--- src/rtl/ifu_step_controller.sv ---
// rtl/ifu_step_controller.sv - IFU PC-advance strobe sequencer: free-run, debounced single-step, PC breakpoint halt
module ifu_step_controller #(
  parameter int DIV_WIDTH       = 26,
  parameter int DEBOUNCE_CYCLES = 1000000
) (
  input  logic                 Clk,
  input  logic                 Reset,
  input  logic                 RunSw,
  input  logic                 StepBtn,
  input  logic                 BrkEn,
  input  logic [31:0]          BrkAddr,
  input  logic [DIV_WIDTH-1:0] Rate,
  input  logic [31:0]          PC,
  output logic                 PcEn,
  output logic [1:0]           State,
  output logic                 Halted,
  output logic [15:0]          FetchCount
);

  // Counter only has to reach DEBOUNCE_CYCLES-2; the flip happens on the edge
  // where it would become DEBOUNCE_CYCLES-1, so deb follows e0 by DEBOUNCE_CYCLES.
  localparam int DEB_W = $clog2(DEBOUNCE_CYCLES);
  localparam logic [DEB_W-1:0] DEB_LAST = DEB_W'(DEBOUNCE_CYCLES - 2);

  typedef enum logic [1:0] {
    S_IDLE = 2'd0,
    S_RUN  = 2'd1,
    S_STEP = 2'd2,
    S_HALT = 2'd3
  } state_t;

  logic                 run_meta_q, run_s_q;
  logic                 btn_meta_q, btn_s_q;
  logic [DEB_W-1:0]     deb_cnt_q, deb_cnt_d;
  logic                 deb_q, deb_d;
  logic                 deb_dly_q;
  logic                 step_req;
  state_t               state_q, state_d;
  logic [DIV_WIDTH-1:0] presc_q, presc_d;
  logic                 pcen_q, pcen_d;
  logic                 halted_q;
  logic [15:0]          fetch_cnt_q;

  // Two-flop synchronizers for the asynchronous switch and button
  always_ff @(posedge Clk or posedge Reset) begin
    if (Reset) begin
      run_meta_q <= 1'b0;
      run_s_q    <= 1'b0;
      btn_meta_q <= 1'b0;
      btn_s_q    <= 1'b0;
    end else begin
      run_meta_q <= RunSw;
      run_s_q    <= run_meta_q;
      btn_meta_q <= StepBtn;
      btn_s_q    <= btn_meta_q;
    end
  end

  // Debounce: accept a new button level after it has differed long enough
  always_comb begin
    deb_cnt_d = '0;
    deb_d     = deb_q;
    if (btn_s_q != deb_q) begin
      if (deb_cnt_q == DEB_LAST) begin
        deb_d     = btn_s_q;
        deb_cnt_d = '0;
      end else begin
        deb_cnt_d = deb_cnt_q + DEB_W'(1);
      end
    end
  end

  // Debounce state and the delayed copy used for press edge detection
  always_ff @(posedge Clk or posedge Reset) begin
    if (Reset) begin
      deb_cnt_q <= '0;
      deb_q     <= 1'b0;
      deb_dly_q <= 1'b0;
    end else begin
      deb_cnt_q <= deb_cnt_d;
      deb_q     <= deb_d;
      deb_dly_q <= deb_q;
    end
  end

  assign step_req = deb_q & ~deb_dly_q;

  // Next-state, prescaler and strobe decisions; run switch dominates step
  always_comb begin
    state_d = state_q;
    presc_d = presc_q;
    pcen_d  = 1'b0;
    case (state_q)
      S_IDLE: begin
        if (run_s_q) begin
          state_d = S_RUN;
          presc_d = '0;
        end else if (step_req) begin
          state_d = S_STEP;
          pcen_d  = 1'b1;
        end
      end
      S_RUN: begin
        if (!run_s_q) begin
          state_d = S_IDLE;
        end else if (presc_q == Rate) begin
          presc_d = '0;
          if (BrkEn && (PC == BrkAddr)) begin
            state_d = S_HALT;
          end else begin
            pcen_d = 1'b1;
          end
        end else begin
          presc_d = presc_q + DIV_WIDTH'(1);
        end
      end
      S_STEP: begin
        state_d = S_IDLE;
      end
      S_HALT: begin
        if (!run_s_q) begin
          state_d = S_IDLE;
        end else if (step_req) begin
          state_d = S_STEP;
          pcen_d  = 1'b1;
        end
      end
      default: begin
        state_d = S_IDLE;
      end
    endcase
  end

  // FSM state, registered outputs and the wrapping fetch counter
  always_ff @(posedge Clk or posedge Reset) begin
    if (Reset) begin
      state_q     <= S_IDLE;
      presc_q     <= '0;
      pcen_q      <= 1'b0;
      halted_q    <= 1'b0;
      fetch_cnt_q <= 16'd0;
    end else begin
      state_q  <= state_d;
      presc_q  <= presc_d;
      pcen_q   <= pcen_d;
      halted_q <= (state_d == S_HALT);
      if (pcen_q) begin
        fetch_cnt_q <= fetch_cnt_q + 16'd1;
      end
    end
  end

  assign PcEn       = pcen_q;
  assign State      = state_q;
  assign Halted     = halted_q;
  assign FetchCount = fetch_cnt_q;

endmodule
--- config.mk ---
export PLATFORM = sky130hd
export DESIGN_NAME = ifu_step_controller
export DESIGN_NICKNAME = d
export VERILOG_FILES = /design/src/rtl/ifu_step_controller.sv
export SDC_FILE = /design/constraint.sdc
export NUM_CORES = 1
export LEC_CHECK = 0
export BUFFER_PORTS_ARGS = -buffer_cell sky130_fd_sc_hd__buf_4
export CORE_MARGIN = 1.5
export CORE_UTILIZATION = 45
export DETAILED_ROUTE_END_ITERATION = 7
export PLACE_DENSITY = 0.73
export SLEW_MARGIN = 20
export SYNTH_ARGS = -nofsm -noshare
export SYNTH_HDL_FRONTEND = slang
export SYNTH_SLANG_ARGS = --single-unit
--- constraint.sdc ---
create_clock -name Clk -period 1.75 [get_ports Clk]
set_input_delay 0.0875 -clock Clk [delete_from_list [all_inputs] [get_ports Clk]]
set_output_delay 0.0875 -clock Clk [all_outputs]
set_load 0.01 [all_outputs]
==> run metrics, run 1 <==
power density over cell area=approximately 650 nW/um^2; vias after detailed routing=around 3400; number of levels the H-tree was split into=3; placement-stage cell area=5340 sq um; final clock skew=roughly 0.012 ns; Seq/Total Area, Yosys=~45%; share of synthesized registers carrying an async set or reset=100%; GRT Max-Usage Layer=met2; CP cell instances=buf_6 > buf_4 > nand4b_1 > nor4_4 > buf_4 > buf_4 > nand4_1 > xor2_1 > nor2_2; CP max FO=3; routability congestion estimate from global placement=0.824; Top Ports=roughly 120; wirelength, routed=about 10000 um; Placeable Area=~8700 sq um; Final nets=between 600 and 700; Max Clock Freq=548 MHz; final global-route overflow total=0; share of the cycle needed by the critical path after routing=104%; Non-Filler Cell Area, Final=5820 sq um; post-route ant nets=0; signed area change from the synthesized netlist to the final layout=45.0%; Leak Pwr=2.73 nW; crit end category=register; proportion of power drawn by the clock network=39.3%; Detailed Routing Iterations Pass 1=4; WP data arrival=2.05 ns; average instance area after synthesis=10.0 sq um; number of maximum-capacitance violations=0; number of buffers on the longest clock path=2; initial antenna violation count=0; met1 track utilization from global routing=about a quarter; failing checks=setup timing; half-perimeter wire length of the detailed placement result=between 7000 and 8000 um; Internal Dissipation=about 2.8 mW; Die ar.=around 9500 sq um; transition time at the pin with the least slew margin=around 0.36 ns; Die Wd=between 90 and 100 um; max incr delay on CP=0.42 ns; library cell used as clock root buffer=sky130_fd_sc_hd__clkbuf_8; height of the die=approximately 97 um; element type at the critical path start=register; starting utilization of the core area=between 40% and 50%; share of cells above drive strength 1=between 30% and 40%; part of the total power dissipated in combinational logic=14.8%; net count after synthesis=~500; most numerous cell on the critical path=sky130_fd_sc_hd__buf_4; required time reported for the critical path endpoint=1.98 ns; clock network latency to the later pin of the worst-skew pair=0.35 ns; post-synth design cell area=approximately 4000 sq um; IR Drop Worst-Case VDD=around 0.46 mV; GR Util All Layers=a little over a fifth; Net Sw Power=0.938 mW; Post-Route Hold Slack=roughly 0.24 ns; met3 GRT Util=under 10%; count of input and output buffers=between 100 and 150; critical path's slowest cell=sky130_fd_sc_hd__dfrtp_1; dominant register cell in the synthesized netlist=sky130_fd_sc_hd__dfrtp_1; Syn. warnings=0; total count of hold-check failures in the final report=0; Antenna Diode Count=0; EDFF count, synth=0; number of fill cells=around 680; clk sinks=between 70 and 80; synthesis-stage register bit count=72; Final setup violation count=12; number of design rule violations left after detail routing=0; post-layout util=between 60% and 70%; cells after synthesis=400; unrepaired setup endpoints after global routing=true; clock-pin slew of the registers on the worst-case setup and hold paths=about 0.090 ns; Cells after DPL=between 600 and 700; number of vias per cell after detailed routing=between 5 and 6; post-route minimum period=1.83 ns; WL/cell=roughly 15 um; class of the tightest hold or removal check=in2async; run status=complete, but fails checks; Final Max Tran Viols=0; global-route wire length before repair=16400 um; CTS Buf Count=9; number of rows created at floorplan=34; Setup WS post-layout=-0.0752 ns; net switching fraction of the power=about a quarter; via count of the first global-routing pass=approximately 3600; drt first-iter violations=a little over 90; Synth cell types=43; kind of critical path=reg2reg; worst-case headroom to the max-slew limit=76.2%; CTS tree=built; met2 Use GR=37.8%; final standard cell count with taps included and fillers excluded=687; largest net degree at the start of global routing=a little over 60; Seq pwr share=between 40% and 50%
-- kinds of logic after synthesis --
| logic type | Yosys count | synth area share (%) |
|---|---|---|
| fa+ha+maj | 4 | 1.25 |
| flops | 72 | 44.9 |
| compound gates | 18 | 2.77 |
| xor+xnor | 111 | 24.2 |
| buf+inv | 15 | 1.87 |
| simple gates | 176 | 23.9 |
| mux | 4 | 1.06 |
-- per-stage QoR --
step           setup WS, ns  total power [mW]  setup TNS, ns
4_1_cts            -0.00498              3.80       -0.00793
5_1_grt              -0.192              3.95          -3.39
3_3_place_gp        -0.0189              2.27        -0.0374
3_5_place_dp        -0.0477              2.28         -0.221
6_report            -0.0752              3.77         -0.246
2_1_floorplan        0.0402              1.97              0
-- registers in the layout, indices dropped and copies added (netlist names) --
name	count
deb_cnt_q	20
run_meta_q	1
presc_q	26
Halted	1
btn_s_q	1
PcEn	1
deb_dly_q	1
FetchCount	16
State	2
run_s_q	1
btn_meta_q	1
deb_q	1
-- power groups by stage --
stage / Combinational, mW / Sequential (mW) / Clock, mW
after floorplan: 0.210 / 1.76 / 0
after global placement: 0.510 / 1.76 / 0
after detailed placement: 0.519 / 1.76 / 0
after CTS: 0.553 / 1.73 / 1.52
after global routing: 0.604 / 1.74 / 1.61
final: 0.557 / 1.73 / 1.48
-- worst paths after layout --
path	from	to	slack [ns]	cells past startpoint
min in group Clk	BrkEn	Halted$_DFF_PP0_	0.26	6
worst min-delay path	Reset	FetchCount[15]$_DFFE_PP0P_	0.24	3
worst max-delay path	presc_q[1]$_DFFE_PP0P_	presc_q[23]$_DFFE_PP0P_	-0.08	9
worst min register to register	run_meta_q$_DFF_PP0_	run_s_q$_DFF_PP0_	0.35	0
max in group asynchronous	Reset	presc_q[10]$_DFFE_PP0P_	0.88	4
worst max register to register	presc_q[1]$_DFFE_PP0P_	presc_q[23]$_DFFE_PP0P_	-0.08	9
-- placed cells by master (no fill, tap or decap), drive strengths merged --
master       synthesis  layout
dfrtp               72      72
nand4b               1       1
o21ai                8       8
o31a                 1       1
nand2               29      29
nand2b               3       3
clkinvlp             0       2
nor3b                2       2
mux2                 2       2
bufinv               0       2
nor4                13      13
nor2b                3       3
mux2i                2       2
clkbuf               6       9
nor2                51      51
clkinv               0       2
inv                  4       5
and4                 3       3
xnor2               55      55
a21oi                6       6
nand3b               2       2
buf                  5     171
and2                 2       2
dlygate4sd3          0       3
or4                  1       1
ha                   4       4
and3                 9       9
xor2                56      56
nand4               22      22
a21boi               2       2
nor3                 7       7
or3                  4       4
o22ai                1       1
nand3               24      24
-- per-layer routing --
| metal | part of all wire [%] | up-vias |
|---|---|---|
| met5 | 0 | - |
| met1 | 41 | 1622 |
| li1 | - | 1709 |
| met2 | 52 | 94 |
| met4 | 1.7 | 0 |
| met3 | 5.4 | 12 |
-- cells in the mapped netlist (2+ instances only) --
library cell | instances | area (sq um)
sky130_fd_sc_hd__dfrtp_1 | 72 | 1800
sky130_fd_sc_hd__xor2_1 | 56 | 490
sky130_fd_sc_hd__xnor2_1 | 55 | 482
sky130_fd_sc_hd__nor2_1 | 49 | 184
sky130_fd_sc_hd__nand2_1 | 27 | 101
sky130_fd_sc_hd__nand3_1 | 22 | 110
sky130_fd_sc_hd__nand4_1 | 21 | 131
sky130_fd_sc_hd__nor4_1 | 10 | 62.6
sky130_fd_sc_hd__and3_1 | 8 | 50.1
sky130_fd_sc_hd__o21ai_0 | 8 | 40.0
sky130_fd_sc_hd__a21oi_1 | 6 | 30.0
sky130_fd_sc_hd__clkbuf_1 | 6 | 22.5
sky130_fd_sc_hd__nor3_1 | 6 | 30.0
sky130_fd_sc_hd__ha_1 | 4 | 50.1
sky130_fd_sc_hd__inv_1 | 4 | 15.0
sky130_fd_sc_hd__or3_1 | 4 | 25.0
sky130_fd_sc_hd__buf_2 | 3 | 15.0
sky130_fd_sc_hd__nand2b_1 | 3 | 18.8
sky130_fd_sc_hd__nor2b_1 | 3 | 18.8
sky130_fd_sc_hd__and2_1 | 2 | 12.5
sky130_fd_sc_hd__and4_1 | 2 | 17.5
sky130_fd_sc_hd__buf_6 | 2 | 22.5
sky130_fd_sc_hd__mux2_2 | 2 | 22.5
sky130_fd_sc_hd__mux2i_1 | 2 | 20.0
sky130_fd_sc_hd__nand3b_1 | 2 | 15.0
sky130_fd_sc_hd__nor2_2 | 2 | 12.5
sky130_fd_sc_hd__nor3b_1 | 2 | 15.0
sky130_fd_sc_hd__nor4_4 | 2 | 42.5
-- critical path, delay by kind of cell (launching register included) --
family,cells,cell delay (ns)
XOR/XNOR,1,0.23
flip-flops,1,0.42
AND/OR/NAND/NOR,4,0.52
buffers and inverters,4,0.54
-- repair_timing --
| action | CTS | global route |
|---|---|---|
| endpoints found under the setup margin | 43 | 47 |
| buffers inserted | 7 | 3 |
| resized for setup | 17 | 19 |
| pin swaps | 7 | 11 |
| hold buffers | 3 | 0 |
| hold endpoints to repair | 13 | 0 |
-- layout make-up --
type	count	area, sq um	share of cell area, %
flip-flops and latches	72	1800	31.0
clock buffers	9	124	2.13
multi-input cells	313	2270	39.1
repair buffers	174	1360	23.4
inverters	4	18.8	0.323
clock inverters	7	103	1.76
well taps	108	135	2.32
(Power assumes the default switching activity.)
==> run 2, diff against run 1 <==
Settings changed: ABC_AREA set to 1, HOLD_SLACK_MARGIN set to 0.03, PLACE_DENSITY 0.73 to 0.72.
==> run 2 against run 1 <==
Against the previous run:
- the run still ends with setup timing left
- area after synthesis is 18% higher
- register-to-register slack improved by 0.03 ns
- sequential power hardly changed
- clock power grew 12%
- critical path type unchanged
- wire length increased by 22%
- synthesized cell count increased by 59%
- die area rose by 18%
- setup slack improved by 0.033 ns
- largest power group unchanged
- non-clock buffer count fell by 15
- global-route usage rose by 0.64 points
==> run metrics, run 2 <==
setup slack at placement=0.0166 ns (was -0.0477 ns); final clock skew=0.0137 ns (was 0.0116 ns); clock network latency to the later pin of the worst-skew pair=0.36 ns (was 0.35 ns); most frequent cell after synthesis=sky130_fd_sc_hd__nand2_1 (was sky130_fd_sc_hd__dfrtp_1); Final nets=895 (was 673); Final setup violation count=9 (was 12); net switching fraction of the power=25.6% (was 24.9%); met3 GRT Util=4.64% (was 4.53%); kind of critical path=reg2reg (unchanged); power density over cell area=620 nW/um^2 (was 648 nW/um^2); EDFF count, synth=0 (unchanged); Max Clock Freq=558 MHz (was 548 MHz); Antenna Diode Count=0 (unchanged); clock-pin slew of the registers on the worst-case setup and hold paths=0.09 ns (about the same); height of the die=106 um (was 97.4 um); share of synthesized registers carrying an async set or reset=100% (unchanged); average instance area after synthesis=7.50 sq um (was 10.0 sq um); cell accounting for the most synthesized area=sky130_fd_sc_hd__dfrtp_1 (unchanged); Leak Pwr=3.22 nW (was 2.73 nW); number of design rule violations left after detail routing=0 (unchanged); required time reported for the critical path endpoint=2.02 ns (was 1.98 ns); number of vias per cell after detailed routing=4.91 (was 5.00); Syn. warnings=0 (unchanged); proportion of power drawn by the clock network=41.3% (was 39.3%); number of rows created at floorplan=37 (was 34); dominant register cell in the synthesized netlist=sky130_fd_sc_hd__dfrtp_1 (unchanged); run status=complete, but fails checks (unchanged); Seq/Total Area, Yosys=37.9% (was 44.9%); met2 Use GR=37.2% (was 37.8%); share of the cycle needed by the critical path after routing=102% (was 104%); routability congestion estimate from global placement=0.909 (was 0.824); final global-route overflow total=0 (unchanged); largest cells by area after synthesis=sky130_fd_sc_hd__dfrtp_1, sky130_fd_sc_hd__nand2_1, sky130_fd_sc_hd__xor2_1 (was sky130_fd_sc_hd__dfrtp_1, sky130_fd_sc_hd__xor2_1, sky130_fd_sc_hd__xnor2_1); clk sinks=72 (unchanged); Largest register FFs=26 (unchanged); number of fill cells=900 (was 681); Register-to-Register Setup Slack=-0.04 ns (was -0.08 ns); Seq pwr share=43.3% (was 45.9%); post-route minimum period=1.79 ns (was 1.83 ns); wirelength, routed=12200 um (was 10000 um); most common library cell in the layout ignoring fill and taps=sky130_fd_sc_hd__buf_4 (unchanged); CTS Buf Count=9 (unchanged); signed area change from the synthesized netlist to the final layout=36.5% (was 45.0%); net count after synthesis=733 (was 499); fraction of synthesized cell area taken by the top area cell type=37.9% (was 44.9%); FF-to-FF Start=deb_cnt_q[1]$_DFF_PP0_ (was presc_q[1]$_DFFE_PP0P_); Die Wd=106 um (was 97.4 um); WL/cell=13.0 um (was 14.6 um); starting utilization of the core area=46.3% (about the same); Internal Dissipation=2.99 mW (was 2.83 mW); library cell used as clock root buffer=sky130_fd_sc_hd__clkbuf_8 (unchanged); worst-case headroom to the max-slew limit=73.0% (was 76.2%); logic depth of the worst register-to-register path=8 (was 9); Top Ports=115 (unchanged); crit end category=register (unchanged); element type at the critical path start=register (unchanged); transition time at the pin with the least slew margin=0.405 ns (was 0.357 ns); post-layout util=63.1% (was 67.1%); WP data arrival=2.06 ns (was 2.05 ns); Setup WS post-layout=-0.0422 ns (was -0.0752 ns); initial antenna violation count=0 (unchanged); GR Util All Layers=22.0% (was 21.4%); Final Max Tran Viols=0 (unchanged); half-perimeter wire length of the detailed placement result=8920 um (was 7290 um); largest net degree at the start of global routing=49 (was 62); worst reg2reg path endpoint=deb_cnt_q[12]$_DFF_PP0_ (was presc_q[23]$_DFFE_PP0P_); via count of the first global-routing pass=4473 (was 3575); GRT Max-Usage Layer=met2 (unchanged); unrepaired setup endpoints after global routing=true (unchanged); commonest non-fill, non-tap cells in the layout=sky130_fd_sc_hd__buf_4, sky130_fd_sc_hd__nand2_1, sky130_fd_sc_hd__inv_1 (was sky130_fd_sc_hd__buf_4, sky130_fd_sc_hd__dfrtp_1, sky130_fd_sc_hd__xor2_1); Die ar.=11200 sq um (was 9500 sq um); Detailed Routing Iterations Pass 1=7 (was 4); number of levels the H-tree was split into=3 (unchanged); Placeable Area=10300 sq um (was 8680 sq um); global-route wire length before repair=19900 um (was 16400 um); part of the total power dissipated in combinational logic=15.4% (was 14.8%); cells after synthesis=634 (was 400); commonest cells in the netlist=sky130_fd_sc_hd__nand2_1, sky130_fd_sc_hd__inv_1, sky130_fd_sc_hd__nor2_1, sky130_fd_sc_hd__dfrtp_1, sky130_fd_sc_hd__xor2_1 (was sky130_fd_sc_hd__dfrtp_1, sky130_fd_sc_hd__xor2_1, sky130_fd_sc_hd__xnor2_1, sky130_fd_sc_hd__nor2_1, sky130_fd_sc_hd__nand2_1); synthesis-stage register bit count=72 (unchanged); CTS tree=built (unchanged); count of input and output buffers=114 (unchanged); IR Drop Worst-Case VDD=0.441 mV (was 0.459 mV); failing checks=setup timing (unchanged); CP max FO=3 (unchanged); Net Sw Power=1.03 mW (was 0.938 mW); post-synth design cell area=4750 sq um (was 4010 sq um); class of the tightest hold or removal check=in2async (unchanged); Synth cell types=40 (was 43); Reg with most FFs=presc_q (unchanged); number of maximum-capacitance violations=0 (unchanged); met1 track utilization from global routing=27.8% (was 25.8%); total count of hold-check failures in the final report=0 (unchanged); post-route ant nets=0 (unchanged); share of cells above drive strength 1=31.8% (was 39.2%); vias after detailed routing=4603 (was 3437); drt first-iter violations=257 (was 91); number of buffers on the longest clock path=2 (unchanged)
[run 2: how the worst max path moves through the flow]
stage / slack (ns) / from / cells after the start / end
floorplan: 0.15 / FetchCount[0]$_DFFE_PP0P_ / 9 / FetchCount[14]$_DFFE_PP0P_
global placement: 0.05 / presc_q[14]$_DFFE_PP0P_ / 9 / presc_q[4]$_DFFE_PP0P_
detailed placement: 0.02 / presc_q[14]$_DFFE_PP0P_ / 9 / presc_q[4]$_DFFE_PP0P_
CTS: 0.002 / presc_q[14]$_DFFE_PP0P_ / 9 / presc_q[4]$_DFFE_PP0P_
finish: -0.04 / deb_cnt_q[1]$_DFF_PP0_ / 8 / deb_cnt_q[12]$_DFF_PP0_
global route: -0.16 / presc_q[5]$_DFFE_PP0P_ / 8 / presc_q[21]$_DFFE_PP0P_
[run 2: area by class of cell]
cell class	count	area, sq um	area share, %
Clock buffer	9	124	1.91
Tap cell	136	170	2.62
Multi-Input combinational cell	456	2650	40.9
Inverter	98	375	5.79
Clock inverter	7	125	1.93
Timing Repair Buffer	159	1230	19.0
Sequential cell	72	1810	27.9
[run 2: per-stage QoR]
stage	area (sq um)	hold slack [ns]	TNS, ns	instances	total power [mW]
4_1_cts	6190	0.345	0	916	4.00
5_1_grt	6490	0.363	-2.09	937	4.21
3_3_place_gp	5920	0.184	0	897	2.31
3_5_place_dp	5920	0.198	0	897	2.33
2_1_floorplan	4760	0.119	0	634	2.03
6_report	6490	0.355	-0.153	937	4.02
[run 2: what timing repair did]
item | in CTS | in global routing
resized for setup | 0 | 35
setup buffers | 0 | 21
setup endpoints to repair | 0 | 24
hold buffers | 3 | 0
hold endpoints to repair | 74 | 0
[run 2: cell families after synthesis]
kind of cell / count (synthesis) / synth area share, %
multiplexers: 1 / 0.237
buffers and inverters: 106 / 8.87
XOR/XNOR: 67 / 12.3
flip-flops: 72 / 37.9
adder cells (fa/ha/maj): 4 / 1.05
AND/OR/NAND/NOR: 335 / 33.4
AO/OA/AOI/OAI: 49 / 6.19
[run 2: power groups by stage]
stage               sequential [mW]  clock, mW  combinational (mW)
finish                         1.74       1.66               0.620
global route                   1.75       1.77               0.695
CTS                            1.73       1.69               0.567
detailed placement             1.77          0               0.559
global placement               1.77          0               0.545
floorplan                      1.76          0               0.270
[run 2: metal layers]
metal	vias up	wire, um
li1	2299	-
met1	2139	5120
met2	144	6140
met3	21	748
met4	0	206
met5	-	0
[run 2: worst max-delay path: stages (launching register included)]
cell	delay, ns
sky130_fd_sc_hd__dfrtp_1	0.42
sky130_fd_sc_hd__ha_4	0.18
sky130_fd_sc_hd__nand3_4	0.09
sky130_fd_sc_hd__nor4_4	0.36
sky130_fd_sc_hd__nand2_2	0.13
sky130_fd_sc_hd__nor2_4	0.15
sky130_fd_sc_hd__buf_4	0.13
sky130_fd_sc_hd__nand2_1	0.05
sky130_fd_sc_hd__a211oi_1	0.20
